**src/rtl/hba_speed_meter.sv**
```systemverilog
// -----------------------------------------------------------------------------
// hba_speed_meter
//
// Purpose:
//   Measures wheel speed from a single-channel encoder tick. Rising edges of
//   the (synchronised) encoder input are counted over a fixed window of
//   WINDOW_CYCLES clocks. At the end of each window the saturated count is
//   published on speed together with a one-cycle speed_valid strobe. The
//   outputs feed the speed-control comparator: speed -> in1, speed_valid -> en.
//
// Parameters:
//   WINDOW_CYCLES  clocks per sample window (4 .. 2^24-1)
//   SYNC_STAGES    flops in the enc_in synchroniser (2 .. 3)
//
// Ports:
//   clk          in   system clock
//   reset        in   asynchronous active-low reset
//   en           in   measurement enable, synchronous to clk
//   enc_in       in   raw encoder tick, asynchronous to clk
//   speed        out  [7:0] edge count of last completed window, saturated at 255
//   speed_valid  out  one-cycle strobe, speed/overflow updated this cycle
//   overflow     out  last completed window saturated (true count > 255)
// -----------------------------------------------------------------------------
module hba_speed_meter #(
  parameter int WINDOW_CYCLES = 500000,
  parameter int SYNC_STAGES   = 2
) (
  input  logic       clk,
  input  logic       reset,
  input  logic       en,
  input  logic       enc_in,
  output logic [7:0] speed,
  output logic       speed_valid,
  output logic       overflow
);

  localparam int CW = $clog2(WINDOW_CYCLES);
  localparam logic [CW-1:0] WIN_LAST = CW'(WINDOW_CYCLES - 1);

  typedef enum logic {
    ST_IDLE    = 1'b0,
    ST_MEASURE = 1'b1
  } state_t;

  state_t                 r_state;
  state_t                 w_next_state;

  logic [SYNC_STAGES-1:0] r_sync;
  logic                   r_prev;
  logic [CW-1:0]          r_win;
  logic [7:0]             r_ticks;
  logic                   r_sat;
  logic [7:0]             r_speed;
  logic                   r_speed_valid;
  logic                   r_overflow;

  logic                   w_edge;
  logic                   w_close;
  logic                   w_tick_full;
  logic [7:0]             w_ticks_upd;
  logic                   w_sat_upd;

  // ---------------------------------------------------------------------------
  // Synchroniser and rising-edge detector. These run every cycle regardless of
  // en or state, so a level already present at reset release still produces
  // exactly one edge SYNC_STAGES cycles later.
  // ---------------------------------------------------------------------------
  // NOTE: sequential state is always assigned with <= so every flop samples
  // the pre-edge value of its sources; a blocking = here would collapse the
  // synchroniser chain into a single stage.
  always_ff @(posedge clk or negedge reset) begin
    if (!reset) begin
      r_sync <= '0;
      r_prev <= 1'b0;
    end else begin
      if (SYNC_STAGES > 1) begin
        r_sync <= {r_sync[SYNC_STAGES-2:0], enc_in};
      end else begin
        r_sync <= enc_in;
      end
      r_prev <= r_sync[SYNC_STAGES-1];
    end
  end

  assign w_edge = r_sync[SYNC_STAGES-1] & ~r_prev;

  // ---------------------------------------------------------------------------
  // Tick count including this cycle's edge, saturated at 255. The sat flag
  // remembers that a further edge arrived while the count was already full.
  // ---------------------------------------------------------------------------
  assign w_tick_full = (r_ticks == 8'hFF);
  assign w_ticks_upd = (w_edge && !w_tick_full) ? (r_ticks + 8'd1) : r_ticks;
  assign w_sat_upd   = r_sat | (w_edge & w_tick_full);
  assign w_close     = (r_state == ST_MEASURE) && (r_win == WIN_LAST);

  // ---------------------------------------------------------------------------
  // State register
  // ---------------------------------------------------------------------------
  always_ff @(posedge clk or negedge reset) begin
    if (!reset) begin
      r_state <= ST_IDLE;
    end else begin
      r_state <= w_next_state;
    end
  end

  // ---------------------------------------------------------------------------
  // Next-state logic. A window close with en low still completes (handled in
  // the datapath); the FSM simply lands in IDLE afterwards either way.
  // ---------------------------------------------------------------------------
  // NOTE: the default assignment at the top guarantees w_next_state is written
  // on every path, so no latch is inferred.
  always_comb begin
    w_next_state = r_state;
    case (r_state)
      ST_IDLE:    if (en)  w_next_state = ST_MEASURE;
      ST_MEASURE: if (!en) w_next_state = ST_IDLE;
      default:    w_next_state = ST_IDLE;
    endcase
  end

  // ---------------------------------------------------------------------------
  // Window / tick counters and registered outputs.
  //   close        : publish count (including this cycle's edge), restart.
  //   measure & en : advance window, accumulate ticks.
  //   otherwise    : IDLE or aborted window -> counters cleared, outputs kept.
  // ---------------------------------------------------------------------------
  always_ff @(posedge clk or negedge reset) begin
    if (!reset) begin
      r_win         <= '0;
      r_ticks       <= 8'd0;
      r_sat         <= 1'b0;
      r_speed       <= 8'd0;
      r_speed_valid <= 1'b0;
      r_overflow    <= 1'b0;
    end else begin
      r_speed_valid <= 1'b0;
      if (w_close) begin
        r_speed       <= w_ticks_upd;
        r_overflow    <= w_sat_upd;
        r_speed_valid <= 1'b1;
        r_win         <= '0;
        r_ticks       <= 8'd0;
        r_sat         <= 1'b0;
      end else if (r_state == ST_MEASURE && en) begin
        r_win   <= r_win + CW'(1);
        r_ticks <= w_ticks_upd;
        r_sat   <= w_sat_upd;
      end else begin
        r_win   <= '0;
        r_ticks <= 8'd0;
        r_sat   <= 1'b0;
      end
    end
  end

  assign speed       = r_speed;
  assign speed_valid = r_speed_valid;
  assign overflow    = r_overflow;

endmodule

```
**config.mk**
```make
export PLATFORM = sky130hd
export DESIGN_NAME = hba_speed_meter
export DESIGN_NICKNAME = d
export VERILOG_FILES = /design/src/rtl/hba_speed_meter.sv
export SDC_FILE = /design/constraint.sdc
export NUM_CORES = 1
export LEC_CHECK = 0
export BUFFER_PORTS_ARGS = -buffer_cell sky130_fd_sc_hd__buf_2
export CAP_MARGIN = 15
export CORE_ASPECT_RATIO = 0.6
export CORE_UTILIZATION = 40
export DETAILED_ROUTE_END_ITERATION = 10
export PLACE_DENSITY = 0.62
export SYNTH_ARGS = -nofsm -noshare
export SYNTH_HDL_FRONTEND = slang
export SYNTH_SLANG_ARGS = --single-unit
export TNS_END_PERCENT = 5
```
**constraint.sdc**
```tcl
create_clock -name clk -period 3.4 [get_ports clk]
set_input_delay 0.17 -clock clk [delete_from_list [all_inputs] [get_ports clk]]
set_output_delay 0.17 -clock clk [all_outputs]
set_load 0.01 [all_outputs]
```
==> impl_metrics.py <==
metrics = {
    "finish": {
        "fill_cells": 451,
        "layout_common_cells": "dfrtp_1 (42), nand2_1 (24), nor2_2 (20)",
        "non_filler_cells_final": 257,
        "num_antenna_cells": 0,
        "final_common_cell": "dfrtp_1",
        "finish.net_count": 199,
        "drive_above_1_share_pct": 24.2,
        "area_delta_synth_final_pct": 10.3,
    },
    "routing": {
        "drt-initial-drc-count": 35,
        "routedWlPerCell_um": 13.6,
        "via_count": 1259,
        "drt_pass1_iterations": 4,
        "route.antenna.remaining_nets": 0,
        "route.detailed.vias_per_inst": 4.90,
        "remaining_drc_errors": 0,
        "wirelength_um": 3510,
    },
    "critical_path": {
        "crit-reg2reg-launch": "r_win[0]",
        "worstSetupPathType": "reg2reg",
        "ff_to_ff_end": "r_ticks[7]",
        "end_kind": "flip-flop",
        "critical_path.endpoint": "r_ticks[7]",
        "timing.reg2reg.setup_slack_ns": 1.35,
        "worst-endpoint-arrival_ns": 2.26,
        "critPathRequiredTime_ns": 3.61,
        "crit_start": "r_win[0]",
        "worst_setup_path_start_kind": "flip-flop",
        "r2r_cells": 6,
        "crit_path_max_fanout": 27,
    },
    "timing": {
        "timing_max_transition_violations_final": 0,
        "timing.setup.tns_ns": 0,
        "fin_crit_sh_pct": 60.4,
        "setup_skew_ns": 0.00433,
        "fin_crit_ns": 2.05,
        "finalHoldViolations": 0,
        "final-setup-viol-count": 0,
        "worst_slew_pin_slew_ns": 0.901,
        "timing.final.ws_setup_ns": 1.35,
        "max_slew_margin_pct": 39.9,
        "unrepaired_setup_endpoints_after_global_routing": "false",
        "achievable_freq_ghz": 0.487,
    },
    "clock_tree": {
        "insertion_delay_ns": 0.29,
        "cts-root-to-sink-buffers": 2,
        "clkSlewWorstSetupHoldPaths_ns": 0.08,
        "clock_tree_from_tritoncts": "done",
        "ctsHtreeMaxLevel": 2,
        "cts.repair_timing.setup_buffer_count": 0,
        "tritoncts_num_sinks": 42,
        "post_cts_resized": 0,
        "cts_root_buf": "clkbuf_8",
        "cts_inserted_buffers": 5,
    },
    "die": {
        "coreArea_um2": 4610,
        "io_pins": 14,
        "die-height_um": 56.0,
        "die_area_um2": 5140,
        "initial_util_pct": 42.1,
        "placement_rows": 19,
        "floorplan.die.width_um": 91.9,
    },
    "placement": {
        "place_hpwl_um": 2540,
        "finalWeightedCongestion": 0.761,
        "place_ws_ns": 1.37,
        "post-place-cells": 248,
        "portBuffers": 13,
    },
    "synth": {
        "yosysUniqueCellTypes": 33,
        "mappedNetlistNets": 181,
        "yosys_warnings": 0,
        "synth_sequential_area_ratio_pct": 54.2,
        "synthesis.area_um2": 1940,
        "synth-seq-cells": 42,
        "mapped_avg_cell_area_um2": 11.1,
        "synth_largest_area_cell": "dfrtp_1",
        "synthesis.instances": 175,
        "synthFlopType": "dfrtp_1",
        "synth_top_cell_area_share_pct": 54.2,
        "asyncSetResetFlopFracSynth_pct": 100,
        "synth_area_leaders": "dfrtp_1 (54%), xor2_1 (8.1%), nor2_2 (6.4%)",
        "synth-edff-count": 0,
    },
    "grt": {
        "antenna_found_initial": 0,
        "grt_remaining_overflow": 0,
        "grt_pass1_wl_um": 5900,
        "maximum_number_of_pins_on_one_net_before_global_route_repair": 43,
        "grt_pass1_vias": 1196,
        "gr-usage-all-layers_pct": 15.3,
    },
    "power": {
        "power.internal_w": 0.000673,
        "pwr-share-comb_pct": 3.1,
        "power.share.switching_pct": 21.4,
        "share_seq_of_total_power_pct": 59.2,
        "part_of_the_total_power_dissipated_in_the_clock_network_pct": 37.7,
        "leakagePower_nw": 0.925,
        "power_switching_w": 0.000183,
        "irDropWorstVdd_uv": 204,
        "pwr_density_cell_nw_per_um2": 400,
    },
    "flow_run": {
        "max-cap-violations": 0,
    },
    "run_status": {
        "run_status": "finished clean",
    },
    "worst_hold_path": {
        "timing.hold.worst.class": "in2async",
    },
}
metrics by stage:
step | util, % | cell area [um2] | total power (W) | hold WS (ns)
floorplan | - | 1940 | 0.000533 | -0.126
global placement | 44.2 | 2040 | 0.000542 | 0.280
detailed placement | 44.2 | 2040 | 0.000543 | 0.280
CTS | 46.4 | 2140 | 0.000868 | 0.0351
global route | 46.4 | 2140 | 0.000893 | 0.0389
finish | 46.4 | 2140 | 0.000856 | 0.0106
cell families after synthesis:
family,share of synthesized area [%]
xor gates and xnor gates,9.48
and+or+nand+nor,26.8
AOI/OAI and AO/OA,4.26
buffers and inverters,2.51
adders and majority gates,1.29
muxes,1.55
DFF,54.2
repair_timing:
item / in CTS / in global routing
endpoints found under the setup margin: 0 / 0
endpoints found under the hold margin: 1 / 0
hold buffers: 1 / 0
worst max-delay path: stages, from the launching register on:
cell and delay (ns):
dfrtp_1 0.43, ha_1 0.25, and4_1 0.25, and2_1 0.21
nand3_4 0.22, nand3_4 0.39, nor2_1 0.22
power groups by stage:
stage	sequential (W)	clock, W	combinational [W]
2_1_floorplan	0.000516	0	0.0000168
3_3_place_gp	0.000516	0	0.0000256
3_5_place_dp	0.000516	0	0.0000266
4_1_cts	0.000506	0.000334	0.0000276
5_1_grt	0.000507	0.000357	0.0000298
6_report	0.000506	0.000323	0.0000264
state kept, by name, summed over array words and instances, names as in the netlist:
register     cells
r_win           19
r_ticks          8
speed            8
r_sync           2
overflow         1
r_prev           1
r_sat            1
r_state          1
speed_valid      1
cell usage after synthesis (all sizes together) (2+ instances only):
master and n:
dfrtp 42, nor2 32, nand2 24, xor2 18, o21ai 11, nand3 10, nand4 5, and4 4
buf 3, mux2i 3, nand2b 3, xnor2 3, and3 2, ha 2, nor3 2
layout make-up:
cell class | instances | area, um2 | area share [%]
Clock buffer | 7 | 86.3 | 4.03
Clock inverter | 1 | 5.00 | 0.234
Inverter | 1 | 3.75 | 0.175
Multi-Input combinational cell | 129 | 841 | 39.3
Sequential cell | 42 | 1050 | 49.1
Tap cell | 63 | 78.8 | 3.68
Timing Repair Buffer | 14 | 75.1 | 3.51
how the worst min path moves through the flow:
stage | startpoint | end | slack (ns) | cells after the start
floorplan | reset | overflow | -0.13 | 0
detailed placement | enc_in | r_sync[0] | 0.28 | 1
CTS | reset | speed[5] | 0.04 | 1
global placement | enc_in | r_sync[0] | 0.28 | 1
finish | reset | r_win[9] | 0.01 | 1
global route | en | r_state | 0.04 | 1
routing by layer:
metal  routed length, um  share of wire (%)  track usage [%]  vias up
met3                 131                3.7             4.64        5
met1                1960                 56             23.7      594
li1                    -                  -                -      634
met5                   0                  0                0        -
met4                  51                1.5             6.03        0
met2                1360                 39             19.6       26
Power figures use the tool's default switching activity.
